## config.mk

```make
export PLATFORM = sky130hd
export DESIGN_NAME = alu_seq
export DESIGN_NICKNAME = d
export VERILOG_FILES = /design/src/rtl/alu_pkg.sv /design/src/rtl/alu_mul_iter.sv /design/src/rtl/alu_seq.sv
export SDC_FILE = /design/constraint.sdc
export NUM_CORES = 1
export LEC_CHECK = 0
export CELL_PAD_IN_SITES_DETAIL_PLACEMENT = 0
export CELL_PAD_IN_SITES_GLOBAL_PLACEMENT = 1
export CORE_MARGIN = 5
export CORE_UTILIZATION = 31
export DETAILED_ROUTE_END_ITERATION = 7
export PLACE_DENSITY_LB_ADDON = 0.2
export SYNTH_ARGS = -nofsm -noshare
export SYNTH_HDL_FRONTEND = slang
export SYNTH_HIERARCHICAL = 1
export SYNTH_SLANG_ARGS = --single-unit
```

## constraint.sdc

```tcl
create_clock -name clk -period 11 [get_ports clk]
set_clock_uncertainty 0.05 [all_clocks]
set_input_delay 1.65 -clock clk [delete_from_list [all_inputs] [get_ports clk]]
set_output_delay 1.65 -clock clk [all_outputs]
set_load 0.05 [all_outputs]
```

## src/rtl/alu_pkg.sv

```systemverilog
// Shared definitions for the execute-stage ALU: default sizes, command
// encodings, flag bit positions and the control FSM state type.
package alu_pkg;

    localparam int ALU_WIDTH   = 32;
    localparam int ALU_CMD_LEN = 4;

    // Command encodings; 0000 and 1111 both decode as NOP.
    localparam logic [3:0] CMD_NOP  = 4'b0000;
    localparam logic [3:0] CMD_MOV  = 4'b0001;
    localparam logic [3:0] CMD_ADD  = 4'b0010;
    localparam logic [3:0] CMD_ADC  = 4'b0011;
    localparam logic [3:0] CMD_SUB  = 4'b0100;
    localparam logic [3:0] CMD_SBC  = 4'b0101;
    localparam logic [3:0] CMD_AND  = 4'b0110;
    localparam logic [3:0] CMD_ORR  = 4'b0111;
    localparam logic [3:0] CMD_EOR  = 4'b1000;
    localparam logic [3:0] CMD_MVN  = 4'b1001;
    localparam logic [3:0] CMD_CMP  = 4'b1010;
    localparam logic [3:0] CMD_TST  = 4'b1011;
    localparam logic [3:0] CMD_ADDR = 4'b1100;
    localparam logic [3:0] CMD_MUL  = 4'b1101;
    localparam logic [3:0] CMD_MLA  = 4'b1110;
    localparam logic [3:0] CMD_NOP2 = 4'b1111;

    // Bit positions inside the {Z,C,N,V} flag nibble.
    localparam int FLAG_Z = 3;
    localparam int FLAG_C = 2;
    localparam int FLAG_N = 1;
    localparam int FLAG_V = 0;

    typedef enum logic [1:0] {
        ST_IDLE = 2'd0,
        ST_MUL  = 2'd1,
        ST_HOLD = 2'd2
    } alu_state_e;

    // True for the commands that go through the iterative multiplier.
    function automatic logic is_mul_cmd(input logic [3:0] code);
        return (code == CMD_MUL) || (code == CMD_MLA);
    endfunction

endpackage

```

## src/rtl/alu_mul_iter.sv

```systemverilog
// Radix-2 shift-add multiplier. A start pulse captures the operands and
// preloads the accumulator (op_c for MLA, zero for MUL); it then performs
// one partial-product step per clock for WIDTH clocks. On the final step
// 'done' is high and 'product' already holds the finished sum, so the
// caller can register it on that same edge.
module alu_mul_iter #(
    parameter int WIDTH = 32
) (
    input  logic             clk,
    input  logic             rst,
    input  logic             start,
    input  logic             use_acc,
    input  logic [WIDTH-1:0] op_a,
    input  logic [WIDTH-1:0] op_b,
    input  logic [WIDTH-1:0] op_c,
    output logic             done,
    output logic [WIDTH-1:0] product
);

    localparam int              CW   = $clog2(WIDTH);
    localparam logic [CW-1:0]   LAST = CW'(WIDTH - 1);

    logic             busy_q,   busy_d;
    logic [CW-1:0]    count_q,  count_d;
    logic [WIDTH-1:0] acc_q,    acc_d;
    logic [WIDTH-1:0] mcand_q,  mcand_d;
    logic [WIDTH-1:0] mplier_q, mplier_d;
    logic [WIDTH-1:0] acc_step;

    // Partial-product step: add the shifted multiplicand when the current
    // multiplier bit is set; also drives the next-state of all registers.
    always_comb begin
        acc_step = acc_q + (mplier_q[0] ? mcand_q : '0);
        busy_d   = busy_q;
        count_d  = count_q;
        acc_d    = acc_q;
        mcand_d  = mcand_q;
        mplier_d = mplier_q;
        if (start) begin
            busy_d   = 1'b1;
            count_d  = '0;
            acc_d    = use_acc ? op_c : '0;
            mcand_d  = op_a;
            mplier_d = op_b;
        end else if (busy_q) begin
            acc_d    = acc_step;
            mcand_d  = mcand_q << 1;
            mplier_d = mplier_q >> 1;
            if (count_q == LAST) begin
                busy_d  = 1'b0;
                count_d = '0;
            end else begin
                count_d = count_q + CW'(1);
            end
        end
    end

    // Iteration state; an asynchronous reset abandons any multiply in flight.
    always_ff @(posedge clk or posedge rst) begin
        if (rst) begin
            busy_q   <= 1'b0;
            count_q  <= '0;
            acc_q    <= '0;
            mcand_q  <= '0;
            mplier_q <= '0;
        end else begin
            busy_q   <= busy_d;
            count_q  <= count_d;
            acc_q    <= acc_d;
            mcand_q  <= mcand_d;
            mplier_q <= mplier_d;
        end
    end

    assign done    = busy_q && (count_q == LAST);
    assign product = acc_step;

endmodule

```

## src/rtl/alu_seq.sv

```systemverilog
// Execute-stage ALU with a valid/ready handshake. Single-cycle commands
// are computed combinationally from the live operands and registered on
// the accepting edge; MUL/MLA hand their operands to alu_mul_iter and
// stall the pipeline until it finishes. The result stays held until the
// consumer raises out_ready, and the architectural flag register is
// written on the edge a result is loaded when s_bit accompanied it.
module alu_seq
    import alu_pkg::*;
#(
    parameter int WIDTH   = ALU_WIDTH,
    parameter int CMD_LEN = ALU_CMD_LEN
) (
    input  logic               clk,
    input  logic               rst,
    input  logic               in_valid,
    output logic               in_ready,
    input  logic [CMD_LEN-1:0] cmd,
    input  logic               s_bit,
    input  logic [WIDTH-1:0]   op_a,
    input  logic [WIDTH-1:0]   op_b,
    input  logic [WIDTH-1:0]   op_c,
    output logic               out_valid,
    input  logic               out_ready,
    output logic [WIDTH-1:0]   result,
    output logic [3:0]         flags_out,
    output logic [3:0]         status
);

    alu_state_e       state_q,  state_d;
    logic [WIDTH-1:0] result_q, result_d;
    logic [3:0]       flags_q,  flags_d;
    logic [3:0]       status_q, status_d;
    logic             s_bit_q,  s_bit_d;

    logic [3:0]       cmd_code;
    logic             accept;
    logic             is_mul;
    logic             mul_start;
    logic             mul_done;
    logic [WIDTH-1:0] mul_product;
    logic [3:0]       mul_flags;

    logic [WIDTH-1:0] b_eff;
    logic             cin;
    logic [WIDTH:0]   sum;
    logic             arith_v;
    logic [WIDTH-1:0] alu_res;
    logic [3:0]       alu_flags;
    logic             flag_write;

    assign cmd_code = cmd[3:0];
    assign is_mul   = is_mul_cmd(cmd_code);
    assign in_ready = (state_q == ST_IDLE) || ((state_q == ST_HOLD) && out_ready);
    assign accept   = in_valid && in_ready;

    alu_mul_iter #(
        .WIDTH(WIDTH)
    ) u_mul (
        .clk     (clk),
        .rst     (rst),
        .start   (mul_start),
        .use_acc (cmd_code == CMD_MLA),
        .op_a    (op_a),
        .op_b    (op_b),
        .op_c    (op_c),
        .done    (mul_done),
        .product (mul_product)
    );

    // Single-cycle datapath: one WIDTH+1 adder shared by all arithmetic
    // commands, where subtraction adds ~b so the carry out is NOT-borrow.
    always_comb begin
        b_eff      = op_b;
        cin        = 1'b0;
        alu_res    = '0;
        alu_flags  = status_q;
        flag_write = 1'b1;
        case (cmd_code)
            CMD_ADC: cin = status_q[FLAG_C];
            CMD_SUB, CMD_CMP: begin
                b_eff = ~op_b;
                cin   = 1'b1;
            end
            CMD_SBC: begin
                b_eff = ~op_b;
                cin   = status_q[FLAG_C];
            end
            default: ;
        endcase
        sum     = {1'b0, op_a} + {1'b0, b_eff} + {{WIDTH{1'b0}}, cin};
        arith_v = (op_a[WIDTH-1] == b_eff[WIDTH-1]) && (sum[WIDTH-1] != op_a[WIDTH-1]);
        case (cmd_code)
            CMD_ADD, CMD_ADC, CMD_SUB, CMD_SBC, CMD_CMP: begin
                alu_res           = sum[WIDTH-1:0];
                alu_flags[FLAG_Z] = (sum[WIDTH-1:0] == '0);
                alu_flags[FLAG_C] = sum[WIDTH];
                alu_flags[FLAG_N] = sum[WIDTH-1];
                alu_flags[FLAG_V] = arith_v;
            end
            CMD_MOV, CMD_MVN, CMD_AND, CMD_ORR, CMD_EOR, CMD_TST: begin
                case (cmd_code)
                    CMD_MOV:          alu_res = op_b;
                    CMD_MVN:          alu_res = ~op_b;
                    CMD_ORR:          alu_res = op_a | op_b;
                    CMD_EOR:          alu_res = op_a ^ op_b;
                    default:          alu_res = op_a & op_b;
                endcase
                alu_flags[FLAG_Z] = (alu_res == '0);
                alu_flags[FLAG_N] = alu_res[WIDTH-1];
            end
            CMD_ADDR: begin
                alu_res    = sum[WIDTH-1:0];
                flag_write = 1'b0;
            end
            default: begin
                flag_write = 1'b0;
            end
        endcase
    end

    // Multiply flags: N and Z from the product, C and V carried over.
    always_comb begin
        mul_flags         = status_q;
        mul_flags[FLAG_Z] = (mul_product == '0);
        mul_flags[FLAG_N] = mul_product[WIDTH-1];
    end

    // Control FSM: accept from IDLE or straight out of HOLD, run the
    // multiplier in MUL, and hold the result until it is consumed.
    always_comb begin
        state_d   = state_q;
        result_d  = result_q;
        flags_d   = flags_q;
        status_d  = status_q;
        s_bit_d   = s_bit_q;
        mul_start = 1'b0;
        case (state_q)
            ST_IDLE, ST_HOLD: begin
                if (accept) begin
                    if (is_mul) begin
                        mul_start = 1'b1;
                        s_bit_d   = s_bit;
                        state_d   = ST_MUL;
                    end else begin
                        result_d = alu_res;
                        flags_d  = alu_flags;
                        if (s_bit && flag_write) begin
                            status_d = alu_flags;
                        end
                        state_d = ST_HOLD;
                    end
                end else if (state_q == ST_HOLD && out_ready) begin
                    state_d = ST_IDLE;
                end
            end
            ST_MUL: begin
                if (mul_done) begin
                    result_d = mul_product;
                    flags_d  = mul_flags;
                    if (s_bit_q) begin
                        status_d = mul_flags;
                    end
                    state_d = ST_HOLD;
                end
            end
            default: state_d = ST_IDLE;
        endcase
    end

    // State, output and status registers; reset clears everything.
    always_ff @(posedge clk or posedge rst) begin
        if (rst) begin
            state_q  <= ST_IDLE;
            result_q <= '0;
            flags_q  <= '0;
            status_q <= '0;
            s_bit_q  <= 1'b0;
        end else begin
            state_q  <= state_d;
            result_q <= result_d;
            flags_q  <= flags_d;
            status_q <= status_d;
            s_bit_q  <= s_bit_d;
        end
    end

    assign out_valid = (state_q == ST_HOLD);
    assign result    = result_q;
    assign flags_out = flags_q;
    assign status    = status_q;

endmodule

```

# Word level (Yosys, flattened, before mapping)
# Index checks and enable logic that the tools add are counted.
word_totals:
  elab_cells: 118
  ff_bits: 145
  memories: 0
  latch_bits: 0
  in_bits: 105
  out_inout_bits: 42
  ramBits: 0
  mem_bits_ro: 0
classes:
  mux: 46
  bitwise: 6
  n_addsub: 4
  shifts: 0
  reduce_logical: 26
  div: 0
  n_mul: 0
  n_eq_ne: 25
  magnitude_cmp: 0
op_table:
  columns: ["cell", "count"]
  rows:
  - ["32-bit two-way mux", 13]
  - ["32-bit case mux with 2 select lines", 2]
  - ["32-bit case mux with 4 select lines", 1]
  - ["32-bit logical NOT", 3]
  - ["32-bit by 32-bit adder with 33-bit output", 1]
  - ["33-bit by 1-bit adder with 33-bit output", 1]
  - ["32-bit adder", 1]
  - ["32-bit AND", 1]
  - ["4-bit two-way mux", 8]
  - ["32-bit inverter", 1]
  - ["32-bit OR", 1]
  - ["32-bit XOR", 1]
  - ["4-bit equality test, second input constant", 7]
  - ["4-bit by 3-bit equality test with 1-bit output, second input constant", 4]
  - ["4-bit case mux with 2 select lines", 2]
  - ["5-bit two-way mux", 3]
  - ["6-bit OR reduction", 2]
  - ["11-bit OR reduction", 1]
  - ["2-bit != test, second input constant", 5]
  - ["1-bit two-way mux", 9]
  - ["4-bit by 2-bit equality test with 1-bit output, second input constant", 2]
  - ["2-bit two-way mux", 4]
  - ["1-bit case mux with 2 select lines", 3]
  - ["6-bit AND reduction", 1]
  - ["other kinds (21)", 30]

# Depth between registers and ports, before layout
depth:
  word_depth: 12
  mapped_depth: 18
  depth_no_buf: 16

# Cells and area by module
# The synthesis kept the hierarchy.
modules_own_cells:
  columns: ["module", "cells_per_inst", "seq_area_each_um2", "area_each_um2", "instances"]
  rows:
  - ["alu_seq", 971, 1076.0, 7181.9, 1]
  - ["alu_mul_iter", 725, 2552.4, 6647.6, 1]

# Worst setup path before layout
# Ideal clock, no wire load.
synth_timing:
  kind: "input to register"
  from: "input port cmd[2]"
  to: "register flags_q[3], in the netlist flags_out[3]"
  required_time_ns: 10.872
  cell_stages: 18
  setup_slack_ns: 5.213
  setup_ns: 0.078
  n_path_buf: 5
  arrival_time_ns: 5.660
  cell_sequence: "buf_2 clkbuf_1 or3b_2 o21a_1 clkbuf_1 buf_1 xnor2_1 ha_1 buf_6 and3_1 or3_1 a211oi_1 o211ai_1 nor4b_1 and4_1 nand4_1 or4b_4 a21oi_1"
synth_between:
  elab_chain_len: 10
  word_cells_on_any_way: 33
  classes_between: "2 x add/sub; 14 x eq/ne; 8 x mux; 9 x reduce/logical"
synth_rtl:
  columns: ["element", "line_no", "rtl"]
  rows:
  - ["start, declared", "alu_seq.sv:17", "input logic [CMD_LEN-1:0] cmd,"]
  - ["4-bit by 3-bit equality test with 1-bit output / 4-bit equality test (equally long branches)", "alu_seq.sv:78, alu_seq.sv:92", null]
  - ["3-bit OR reduction (no line)", null, null]
  - ["32-bit two-way mux", null, null]
  - ["32-bit by 32-bit adder with 33-bit output", "alu_seq.sv:90", "sum = {1'b0, op_a} + {1'b0, b_eff} + {{WIDTH{1'b0}}, cin};"]
  - ["33-bit by 1-bit adder with 33-bit output", "alu_seq.sv:90", null]
  - ["32-bit logical NOT", "alu_seq.sv:95", "alu_flags[FLAG_Z] = (sum[WIDTH-1:0] == '0);"]
  - ["1-bit case mux with 2 select lines", "alu_seq.sv:92", "case (cmd_code)"]
  - ["4-bit two-way mux", "alu_seq.sv:140", "if (is_mul) begin"]
  - ["4-bit two-way mux", "alu_seq.sv:139", "if (accept) begin"]
  - ["4-bit case mux with 2 select lines", "alu_seq.sv:137", "case (state_q)"]
  - ["end signal, assigned", "alu_seq.sv:181", "flags_q <= flags_d;"]
  - ["end, declared", "alu_seq.sv:31", "logic [3:0] flags_q, flags_d;"]
# Parallel ways exist; a longest one is shown, timed or not. The select of a mux whose other input is x is not followed.
# A chain may end at the register's enable or synchronous reset.

# Worst setup path after layout
layout_timing:
  from: "input port cmd[1]"
  to: "register flags_q[3], in the netlist flags_out[3]"
# The elaborated chain is that of the path after synthesis.

==> out/qor.txt <==
status - completed
setup_tns - 0 ns
Async S/R FF share, synth - 1.00
register bit count reported by yosys - 145
Finished Core Util - 0.370
fin cells - 2382
hold crit path type - flip-flop to flip-flop
largest net degree at the start of global routing - 105
CP max stage delay - 0.78 ns
final worst-path cycle share - 0.603
# IOs - 147
pins over their slew limit - 0
clk buf depth - 2
Lkg Pwr - 7.34 nW
Area Growth Syn to Fin - 18.3%
drt first-iter violations - 1032
first-pass GRT wire length - 87200 um
Final setup viols - 0
unrepaired setup endpoints after global routing - false
Worst-Skew Late Latency - 0.46 ns
CTS Buf Count - 17
EDFF count, synth - 0
1st-pass router iterations - 7
post-synthesis area per instance - 8.15 um^2
Total GRT Usage - 0.229
HPWL after detailed placement - 46100 um
max_cap viols - 0
postcts setup bufs - 0
Synth Net Count - 1932
endpoints failing hold - 0
top cells by area in the synthesized netlist - dfrtp_1 26%, ha_1 12%, o21ai_0 7.5%, mux2i_1 6.0%, nand2_1 5.9%
Place WS - 3.97 ns
cts hold-fix bufs - 0
Crit. End Element - flip-flop
Peak VDD IR - 0.105 mV
crit path kind - input pin to flip-flop
Required @ worst endpoint - 11.33 ns
dominant synthesized flop cell - dfrtp_1
area leader, netlist - dfrtp_1
register area share after synthesis - 0.262
clock power share - 0.170
Buf/Inv on CP - 3
Syn. warnings - 6
Sw Share - 0.485
relative slew slack - 0.326
Cell variety after synth - 98
placed cells - 2350
most common cell in the netlist - nand2_1
initial antenna violation count - 1
vias in the first global route - 13400
clock slew at reported path FFs - 0.07 ns
Multi-input gate area - 0.00945 mm^2
synth cell count leaders - 217 x nand2_1, 206 x o21ai_0, 145 x dfrtp_1, 128 x ha_1, 89 x a21oi_1
CTS HTree Levels - 4
critical path, cell by cell - clkdlybuf4s50_1, nand2b_1, or3b_2, o21a_2, buf_4, xnor2_1, fa_1, inv_1, fa_1, and3_1, or3_1, a211oi_1, o211ai_1, nor4b_1, and4_1, nand4_1, or4b_4, a21oi_1
Seq pwr share - 0.264
Core ar. - 0.0442 mm^2
pwr dens - 219 mW/mm^2
WP data arrival - 6.97 ns
Synth top area share - 0.262
antenna cells - 0
Post-route DRC - 0
CTS tree - yes
PortBufs - 146
final worst slack - 4.37 ns
drt wl/cell - 24.0 um
cell mode on critical path - fa_1
total wire length - 57200 um
GR Overflow Total - 0
Worst path top cell family by delay - simple AND/OR/NAND/NOR gates
Startpoint Class - input pin
die outline width - 221 um
synthesized instance count - 1696
Die H - 221 um
Via Count - 13400
synthesized area - 0.0138 mm^2
achievable clock frequency - 0.151 GHz
placement row count - 77
Pint - 1.85 mW
Register Area - 0.00363 mm^2
drt via density - 5.61
clock sink total - 145
Slowest-stage cell, CP - clkdlybuf4s50_1
Routed Antenna Nets - 0
Post-CTS Resized - 0
total die area - 0.0489 mm^2
Root Buffer Master - clkbuf_16
Worst-Margin Slew - 1.01 ns
worst-path fanout max - 32
fillcell total - 4632
min cycle time layout - 6.63 ns
Nets - 2013
Switch Pwr - 1.74 mW
share of layout cells above drive strength 1 - 0.0542
Final Wtd Congestion - 0.926
Comb pwr share - 0.566
Starting Density - 0.313
## routing by layer
layer | GRT usage | share of wire | vias up | wire (um)
met2 | 0.381 | 0.48 | 344 | 27200
met1 | 0.314 | 0.46 | 6569 | 26300
li1 | - | - | 6372 | -
met5 | 0 | 0 | - | 0
met3 | 0.0286 | 0.040 | 69 | 2280
met4 | 0.0680 | 0.025 | 0 | 1430
## worst reg2reg max path, delay by kind of cell (launching register included)
family,cells,cell delay [ns]
AOI/OAI and AO/OA,6,1.73
and+or+nand+nor,6,1.68
DFF,1,0.73
adders and majority gates,2,0.60
## registers in the layout (all words and copies together), names as in the netlist
register and cells:
result 32, flags_out 4, u_mul/acc_q 32, status 4
state_q 2, u_mul/mplier_q 32, s_bit_q 1, u_mul/count_q 5
u_mul/mcand_q 32, u_mul/busy_q 1
## cell type report
| cell class | count | share of cell area |
|---|---|---|
| multi-input combinational | 1362 | 0.577 |
| timing repair buffer | 166 | 0.0985 |
| sequential | 145 | 0.222 |
| clock buffer | 17 | 0.0260 |
| tap | 592 | 0.0453 |
| clock inverter | 15 | 0.0109 |
| inverter | 85 | 0.0198 |
## path summary, 6_finish.rpt
| check | from | endpoint | slack [ns] | cells after the start |
|---|---|---|---|---|
| worst min-delay path | result[0]$_DFFE_PP0P_ | result[0]$_DFFE_PP0P_ | 0.43 | 2 |
| max in group asynchronous | rst | u_mul/busy_q$_DFF_PP0_ | 7.93 | 3 |
| worst max register to register | u_mul/mplier_q[0]$_DFFE_PP0P_ | flags_out[3]$_DFFE_PP0P_ | 6.14 | 14 |
| worst max-delay path | cmd[1] | flags_out[3]$_DFFE_PP0P_ | 4.37 | 18 |
| min in group asynchronous | rst | u_mul/acc_q[28]$_DFFE_PP0P_ | 1.54 | 2 |
| worst min register to register | result[0]$_DFFE_PP0P_ | result[0]$_DFFE_PP0P_ | 0.43 | 2 |
## cells in the final DEF (no fill, tap or decap), types with 17 or more instances in the layout
cell	synthesis	layout
clkbuf_16	0	17
nand3_1	23	23
ha_1	128	128
xor2_1	19	19
o21ai_0	206	206
nor2_1	73	73
xnor2_1	59	59
nand2_1	217	217
a21o_1	22	22
nand4_1	23	23
buf_4	2	20
clkdlybuf4s50_1	0	146
o2111ai_1	25	25
mux2i_1	83	83
a21oi_1	89	89
inv_1	85	82
and2_1	39	38
o21a_1	18	17
a2bb2oi_1	25	25
dfrtp_1	145	144
nor3_1	24	24
o211ai_1	17	17
## power groups by stage
stage	registers [mW]	clock network, mW	logic (mW)
2_1_floorplan	1.04	0	1.23
3_3_place_gp	0.952	0	2.02
3_5_place_dp	0.957	0	2.02
4_1_cts	0.951	0.628	2.03
5_1_grt	0.978	0.647	2.20
6_report	0.947	0.611	2.03
## per-stage QoR
stage                     hold WS (ns)  cell area, um^2  total power [mW]
final                            0.429            16400              3.59
after global routing             0.466            16400              3.82
after CTS                        0.436            16400              3.61
after detailed placement         0.421            15800              2.98
after global placement           0.413            15800              2.97
after floorplan                  0.396            13800              2.27
## kinds of logic after synthesis
logic type,count (synthesis),synth area share
and+or+nand+nor,496,0.176
muxes,87,0.0633
adders and majority gates,131,0.120
buffers and inverters,189,0.0567
AOI/OAI and AO/OA,570,0.273
xor gates and xnor gates,78,0.0494
DFF,145,0.262
(Power assumes the default switching activity.)
